[src/rtl/dm_fetch_responder.sv]
// Instruction-fetch responder for the debug halt/exception entry addresses.
// In-order responses RespLatency cycles after grant; tracks halt entry and exception count.
module dm_fetch_responder #(
  parameter int unsigned BaseAddr       = 32'd1,
  parameter int unsigned HaltOffset     = 32'd10,
  parameter int unsigned ExcOffset      = 32'd12,
  parameter int unsigned RespLatency    = 1,
  parameter int unsigned MaxOutstanding = 2
) (
  input  logic        clk_i,
  input  logic        rst_ni,
  input  logic        req_i,
  input  logic [31:0] addr_i,
  output logic        gnt_o,
  output logic        rvalid_o,
  output logic [31:0] rdata_o,
  output logic        err_o,
  input  logic        clear_i,
  output logic        halted_o,
  output logic [7:0]  exc_count_o,
  output logic [2:0]  outstanding_o
);

  typedef enum logic [1:0] {
    KIND_ERR  = 2'd0,
    KIND_HALT = 2'd1,
    KIND_EXC  = 2'd2
  } kind_e;

  localparam logic [31:0] HaltAddr = 32'(BaseAddr + HaltOffset);
  localparam logic [31:0] ExcAddr  = 32'(BaseAddr + ExcOffset);
  localparam logic [1:0]  LastIdx  = 2'(MaxOutstanding - 1);
  localparam logic [1:0]  InitCnt  = 2'(RespLatency - 1);
  localparam logic [2:0]  MaxOut   = 3'(MaxOutstanding);
  localparam logic [31:0] InstrJal    = 32'h0000_006F;
  localparam logic [31:0] InstrEbreak = 32'h0010_0073;

  if (HaltOffset == ExcOffset) begin : g_bad_offsets
    $error("dm_fetch_responder: HaltOffset and ExcOffset must differ");
  end
  if (RespLatency == 0 || RespLatency > 4) begin : g_bad_latency
    $error("dm_fetch_responder: RespLatency must be 1..4");
  end
  if (MaxOutstanding == 0 || MaxOutstanding > 4) begin : g_bad_outstanding
    $error("dm_fetch_responder: MaxOutstanding must be 1..4");
  end

  // Only the decoded kind is queued; data and error are rebuilt at retire.
  kind_e       r_kind [4];
  logic [1:0]  r_cd   [4];
  logic [1:0]  r_wr_ptr;
  logic [1:0]  r_rd_ptr;
  logic [2:0]  r_count;
  logic [31:0] r_rdata;
  logic        r_err;
  logic        r_halted;
  logic [7:0]  r_exc_cnt;

  kind_e       w_new_kind;
  kind_e       w_head_kind;
  logic        w_retire;
  logic        w_gnt;
  logic [31:0] w_head_rdata;
  logic        w_head_err;

  function automatic logic [1:0] ptr_inc(input logic [1:0] p);
    return (p == LastIdx) ? 2'd0 : p + 2'd1;
  endfunction

  always_comb begin
    w_new_kind = KIND_ERR;
    if (addr_i == HaltAddr) begin
      w_new_kind = KIND_HALT;
    end else if (addr_i == ExcAddr) begin
      w_new_kind = KIND_EXC;
    end
  end

  // All entries share one latency, so only the head can ever reach zero first.
  assign w_head_kind = r_kind[r_rd_ptr];
  assign w_retire    = (r_count != 3'd0) && (r_cd[r_rd_ptr] == 2'd0);
  assign w_gnt       = rst_ni && req_i && ((r_count < MaxOut) || w_retire);

  always_comb begin
    w_head_rdata = 32'h0;
    w_head_err   = 1'b1;
    case (w_head_kind)
      KIND_HALT: begin
        w_head_rdata = InstrJal;
        w_head_err   = 1'b0;
      end
      KIND_EXC: begin
        w_head_rdata = InstrEbreak;
        w_head_err   = 1'b0;
      end
      default: begin
        w_head_rdata = 32'h0;
        w_head_err   = 1'b1;
      end
    endcase
  end

  always_ff @(posedge clk_i or negedge rst_ni) begin
    if (!rst_ni) begin
      for (int i = 0; i < 4; i++) begin
        r_kind[i] <= KIND_ERR;
        r_cd[i]   <= 2'd0;
      end
      r_wr_ptr <= 2'd0;
      r_rd_ptr <= 2'd0;
      r_count  <= 3'd0;
    end else begin
      for (int i = 0; i < 4; i++) begin
        if (r_cd[i] != 2'd0) r_cd[i] <= r_cd[i] - 2'd1;
      end
      if (w_gnt) begin
        r_kind[r_wr_ptr] <= w_new_kind;
        r_cd[r_wr_ptr]   <= InitCnt;
        r_wr_ptr         <= ptr_inc(r_wr_ptr);
      end
      if (w_retire) r_rd_ptr <= ptr_inc(r_rd_ptr);
      case ({w_gnt, w_retire})
        2'b10:   r_count <= r_count + 3'd1;
        2'b01:   r_count <= r_count - 3'd1;
        default: r_count <= r_count;
      endcase
    end
  end

  always_ff @(posedge clk_i or negedge rst_ni) begin
    if (!rst_ni) begin
      r_rdata   <= 32'h0;
      r_err     <= 1'b0;
      r_halted  <= 1'b0;
      r_exc_cnt <= 8'h0;
    end else begin
      if (w_retire) begin
        r_rdata <= w_head_rdata;
        r_err   <= w_head_err;
      end
      if (clear_i) begin
        r_halted  <= 1'b0;
        r_exc_cnt <= 8'h0;
      end else if (w_retire) begin
        if (w_head_kind == KIND_HALT) r_halted <= 1'b1;
        if (w_head_kind == KIND_EXC && r_exc_cnt != 8'hFF) r_exc_cnt <= r_exc_cnt + 8'd1;
      end
    end
  end

  assign gnt_o         = w_gnt;
  assign rvalid_o      = w_retire;
  assign rdata_o       = w_retire ? w_head_rdata : r_rdata;
  assign err_o         = w_retire ? w_head_err : r_err;
  assign halted_o      = r_halted;
  assign exc_count_o   = r_exc_cnt;
  assign outstanding_o = r_count;

endmodule
[config.mk]
export PLATFORM = sky130hd
export DESIGN_NAME = dm_fetch_responder
export DESIGN_NICKNAME = d
export VERILOG_FILES = /design/src/rtl/dm_fetch_responder.sv
export SDC_FILE = /design/constraint.sdc
export NUM_CORES = 1
export LEC_CHECK = 0
export BUFFER_PORTS_ARGS = -buffer_cell sky130_fd_sc_hd__buf_2
export CAP_MARGIN = 10
export CORE_AREA = 4 4 77 79
export CTS_BUF_LIST = sky130_fd_sc_hd__clkbuf_8
export CTS_CLUSTER_DIAMETER = 40
export CTS_CLUSTER_SIZE = 8
export DETAILED_ROUTE_END_ITERATION = 12
export DIE_AREA = 0 0 81 83
export HOLD_SLACK_MARGIN = 0.03
export PLACE_DENSITY = 0.82
export SLEW_MARGIN = 20
export SYNTH_ARGS = -nofsm -noshare
export SYNTH_HDL_FRONTEND = slang
export SYNTH_SLANG_ARGS = --single-unit
[constraint.sdc]
create_clock -name clk_i -period 3.3 [get_ports clk_i]
set_input_delay 0.66 -clock clk_i [delete_from_list [all_inputs] [get_ports clk_i]]
set_output_delay 0.66 -clock clk_i [all_outputs]
set_load 0.05 [all_outputs]
==> impl_metrics.py <==
metrics = {
    "placed_design": {
        "io_buffers": 82,
        "gp_congestion": 0.809,
        "hpwlAfterDp_um": 4420,
        "dp.cells": 379,
    },
    "power": {
        "power_density_nw_per_um2": 644,
        "switching_share": 0.366,
        "combPwrFrac": 0.296,
        "max-vdd-ir-drop_v": 0.000389,
        "internal-power_mw": 1.41,
        "p_switching_mw": 0.811,
        "p_clk_frac": 0.295,
        "seqPwrFrac": 0.409,
        "p_leak_nw": 1.85,
    },
    "floorplanning": {
        "core_region_area_um2": 5340,
        "io_pins": 83,
        "die_h_um": 83,
        "rows": 27,
        "fp.dieArea_um2": 6720,
        "die_w_um": 81,
        "initial_utilization": 0.514,
    },
    "global_routing": {
        "grt.overflow.total": 0,
        "track_usage": 0.197,
        "grt_pass1_vias": 2131,
        "grt_antenna_before_repair": 0,
        "grt_max_degree": 61,
        "grt_pass1_wl_um": 10200,
    },
    "final_layout": {
        "diodes": 0,
        "final_cells": 395,
        "nFillCells": 415,
        "final_core_util": 0.645,
        "area_delta_synth_final_pct": 25.5,
        "finalNetCount": 358,
        "drive_above_1_share": 0.356,
        "most-common-layout-cells": "buf_2, dfrtp_1, and2_1",
        "layout_commonest_cell": "buf_2",
    },
    "timing": {
        "whs_ns": 0.160,
        "fin_skew_ns": 0.00976,
        "clock.fmax_mhz": 321,
        "setup_viol": 0,
        "final-hold-violation-count": 0,
        "worst_pin_slew_ns": 0.722,
        "finalMaxSlewViolations": 0,
        "rsz0062_at_grt": "false",
        "min_period_ns": 3.12,
        "tns_ns": 0,
        "post-route-period-util": 0.944,
        "slew_headroom": 0.519,
    },
    "synthesis": {
        "ys_types": 41,
        "synthAdderAreaFrac": 0.0210,
        "async_flop_share": 1.00,
        "avgSynthCellArea_um2": 11.9,
        "synth-simple-area-share": 0.212,
        "synthXorXnorAreaFrac": 0.0287,
        "synth-compound-area-share": 0.0611,
        "syn_nets": 270,
        "synth.mux.area_fraction": 0.0547,
        "synth_top_family_by_area": "simple AND/OR/NAND/NOR gates",
        "yosysWarnings": 0,
        "ys_ff_latch": 65,
        "yosysSeqAreaShare": 0.593,
        "syn-cell-area_um2": 2740,
        "synth_edf_count": 0,
        "synth_cells": 230,
        "ys.flop_type": "dfrtp_1",
    },
    "cts": {
        "clock-sinks": 65,
        "h-tree-depth": 3,
        "cts_setup_buffers": 0,
        "cts_tree": "built",
        "numCtsBuffers": 9,
        "cts.path.max_buffers": 2,
        "root_buffer": "clkbuf_8",
        "clk_pin_slew_ns": 0.07,
        "ctsHoldBuffers": 0,
        "clk_latency_ns": 0.34,
    },
    "setup_path": {
        "r2r_slack_ns": 0.51,
        "critPathMaxFanout": 8,
        "worstPathRequired_ns": 2.64,
        "crit_arrival_ns": 2.46,
        "crit_path_start_kind": "flop",
        "r2r-start": "r_rd_ptr[0]",
        "end_kind": "output port",
        "critical_path_class": "flop to output port",
        "r2r-end": "outstanding_o[2]",
        "r2r_cells": 9,
    },
    "routing": {
        "drt_pass1_iterations": 4,
        "vias": 2041,
        "wl_um": 5990,
        "postRouteAntennaNets": 0,
        "drc": 0,
        "routedWlPerCell_um": 15.2,
        "drt_iter0_drc": 158,
        "viasPerCell": 5.17,
    },
    "min_path": {
        "hold_path.class": "input pin to asynchronous set/reset pin",
    },
    "job": {
        "cap_violations": 0,
    },
    "run_status": {
        "status": "finished clean",
    },
}
[metal layers]
| metal | up-vias | GRT usage | part of all wire |
|---|---|---|---|
| li1 | 979 | - | - |
| met1 | 995 | 0.243 | 0.41 |
| met2 | 58 | 0.320 | 0.51 |
| met3 | 9 | 0.0597 | 0.061 |
| met4 | 0 | 0.0768 | 0.012 |
| met5 | - | 0 | 0 |
[worst max path at each step]
stage                             end  slack (ns)         from  cells past startpoint
after floorplan           rdata_o[20]        0.45  r_rd_ptr[0]                      8
after global placement    rdata_o[26]        0.47  r_rd_ptr[0]                      6
after detailed placement  rdata_o[20]        0.40  r_rd_ptr[0]                      7
after CTS                  rdata_o[1]        0.06  r_rd_ptr[0]                      5
after global routing       rdata_o[1]        0.05  r_rd_ptr[0]                      6
final                      rdata_o[1]        0.18  r_rd_ptr[0]                      5
[metrics by stage]
step,power (mW),setup WS (ns),area [µm²]
after floorplan,1.38,0.447,2740
after global placement,1.53,0.468,3230
after detailed placement,1.56,0.399,3230
after CTS,2.23,0.0591,3440
final,2.22,0.183,3440
after global routing,2.35,0.0541,3440
[Yosys cell counts, types with 2 or more instances]
master    number  area, µm²
and3b_1        2       17.5
a21oi_1        4       20.0
mux4_1         2       52.6
nor3b_1        6       45.0
nor4b_1        7       61.3
nor3_1         2       10.0
xnor2_1        9       78.8
a21boi_0       2       15.0
inv_1          8       30.0
ha_1           3       37.5
o211ai_1       2       15.0
mux2_4         2       30.0
mux2_2         6       67.6
and2_1        25        156
clkbuf_1       4       15.0
nand2_1       22       82.6
nand3_1        4       20.0
a21o_1         4       30.0
dfrtp_1       65       1630
nor2_1        15       56.3
nand4_1        4       25.0
nor4_1        10       62.6
buf_6          2       22.5
o21ai_0        3       15.0
[logic make-up after synthesis]
| logic type | Yosys count |
|---|---|
| multiplexers | 10 |
| AND/OR/NAND/NOR | 102 |
| flip-flops | 65 |
| adder cells (fa/ha/maj) | 4 |
| buffers and inverters | 17 |
| AO/OA/AOI/OAI | 23 |
| XOR/XNOR | 9 |
[area by class of cell]
cell class | count | area [µm²] | area share
clock buffer | 10 | 138 | 0.0400
tap | 72 | 90.1 | 0.0262
clock inverter | 6 | 58.8 | 0.0171
multi-input combinational | 148 | 1050 | 0.305
sequential | 65 | 1630 | 0.473
timing repair buffer | 85 | 445 | 0.129
inverter | 9 | 33.8 | 0.00981
[timing repair]
action,in CTS,in global routing
endpoints found under the setup margin,1,29
resized for setup,1,2
pin swaps,0,0
[critical path, stage by stage (launching register included)]
cell and delay, ns:
dfrtp_1 0.49, mux4_1 0.64, ha_1 0.34, nor2_2 0.23, a21o_1 0.14, buf_2 0.27
[power by group through the flow]
| stage | Sequential, mW | Combinational (mW) | Clock (mW) |
|---|---|---|---|
| after floorplan | 0.950 | 0.429 | 0 |
| after global placement | 0.914 | 0.619 | 0 |
| after detailed placement | 0.916 | 0.641 | 0 |
| after CTS | 0.905 | 0.654 | 0.673 |
| after global routing | 0.916 | 0.718 | 0.716 |
| final | 0.906 | 0.657 | 0.654 |
[sequential cells by signal (all words and copies together) (netlist names)]
register,count
r_rd_ptr,2
exc_count_o,8
r_rdata,32
r_cd,8
r_err,1
r_wr_ptr,2
r_kind,8
outstanding_o,3
halted_o,1
Power figures use the tool's default switching activity.
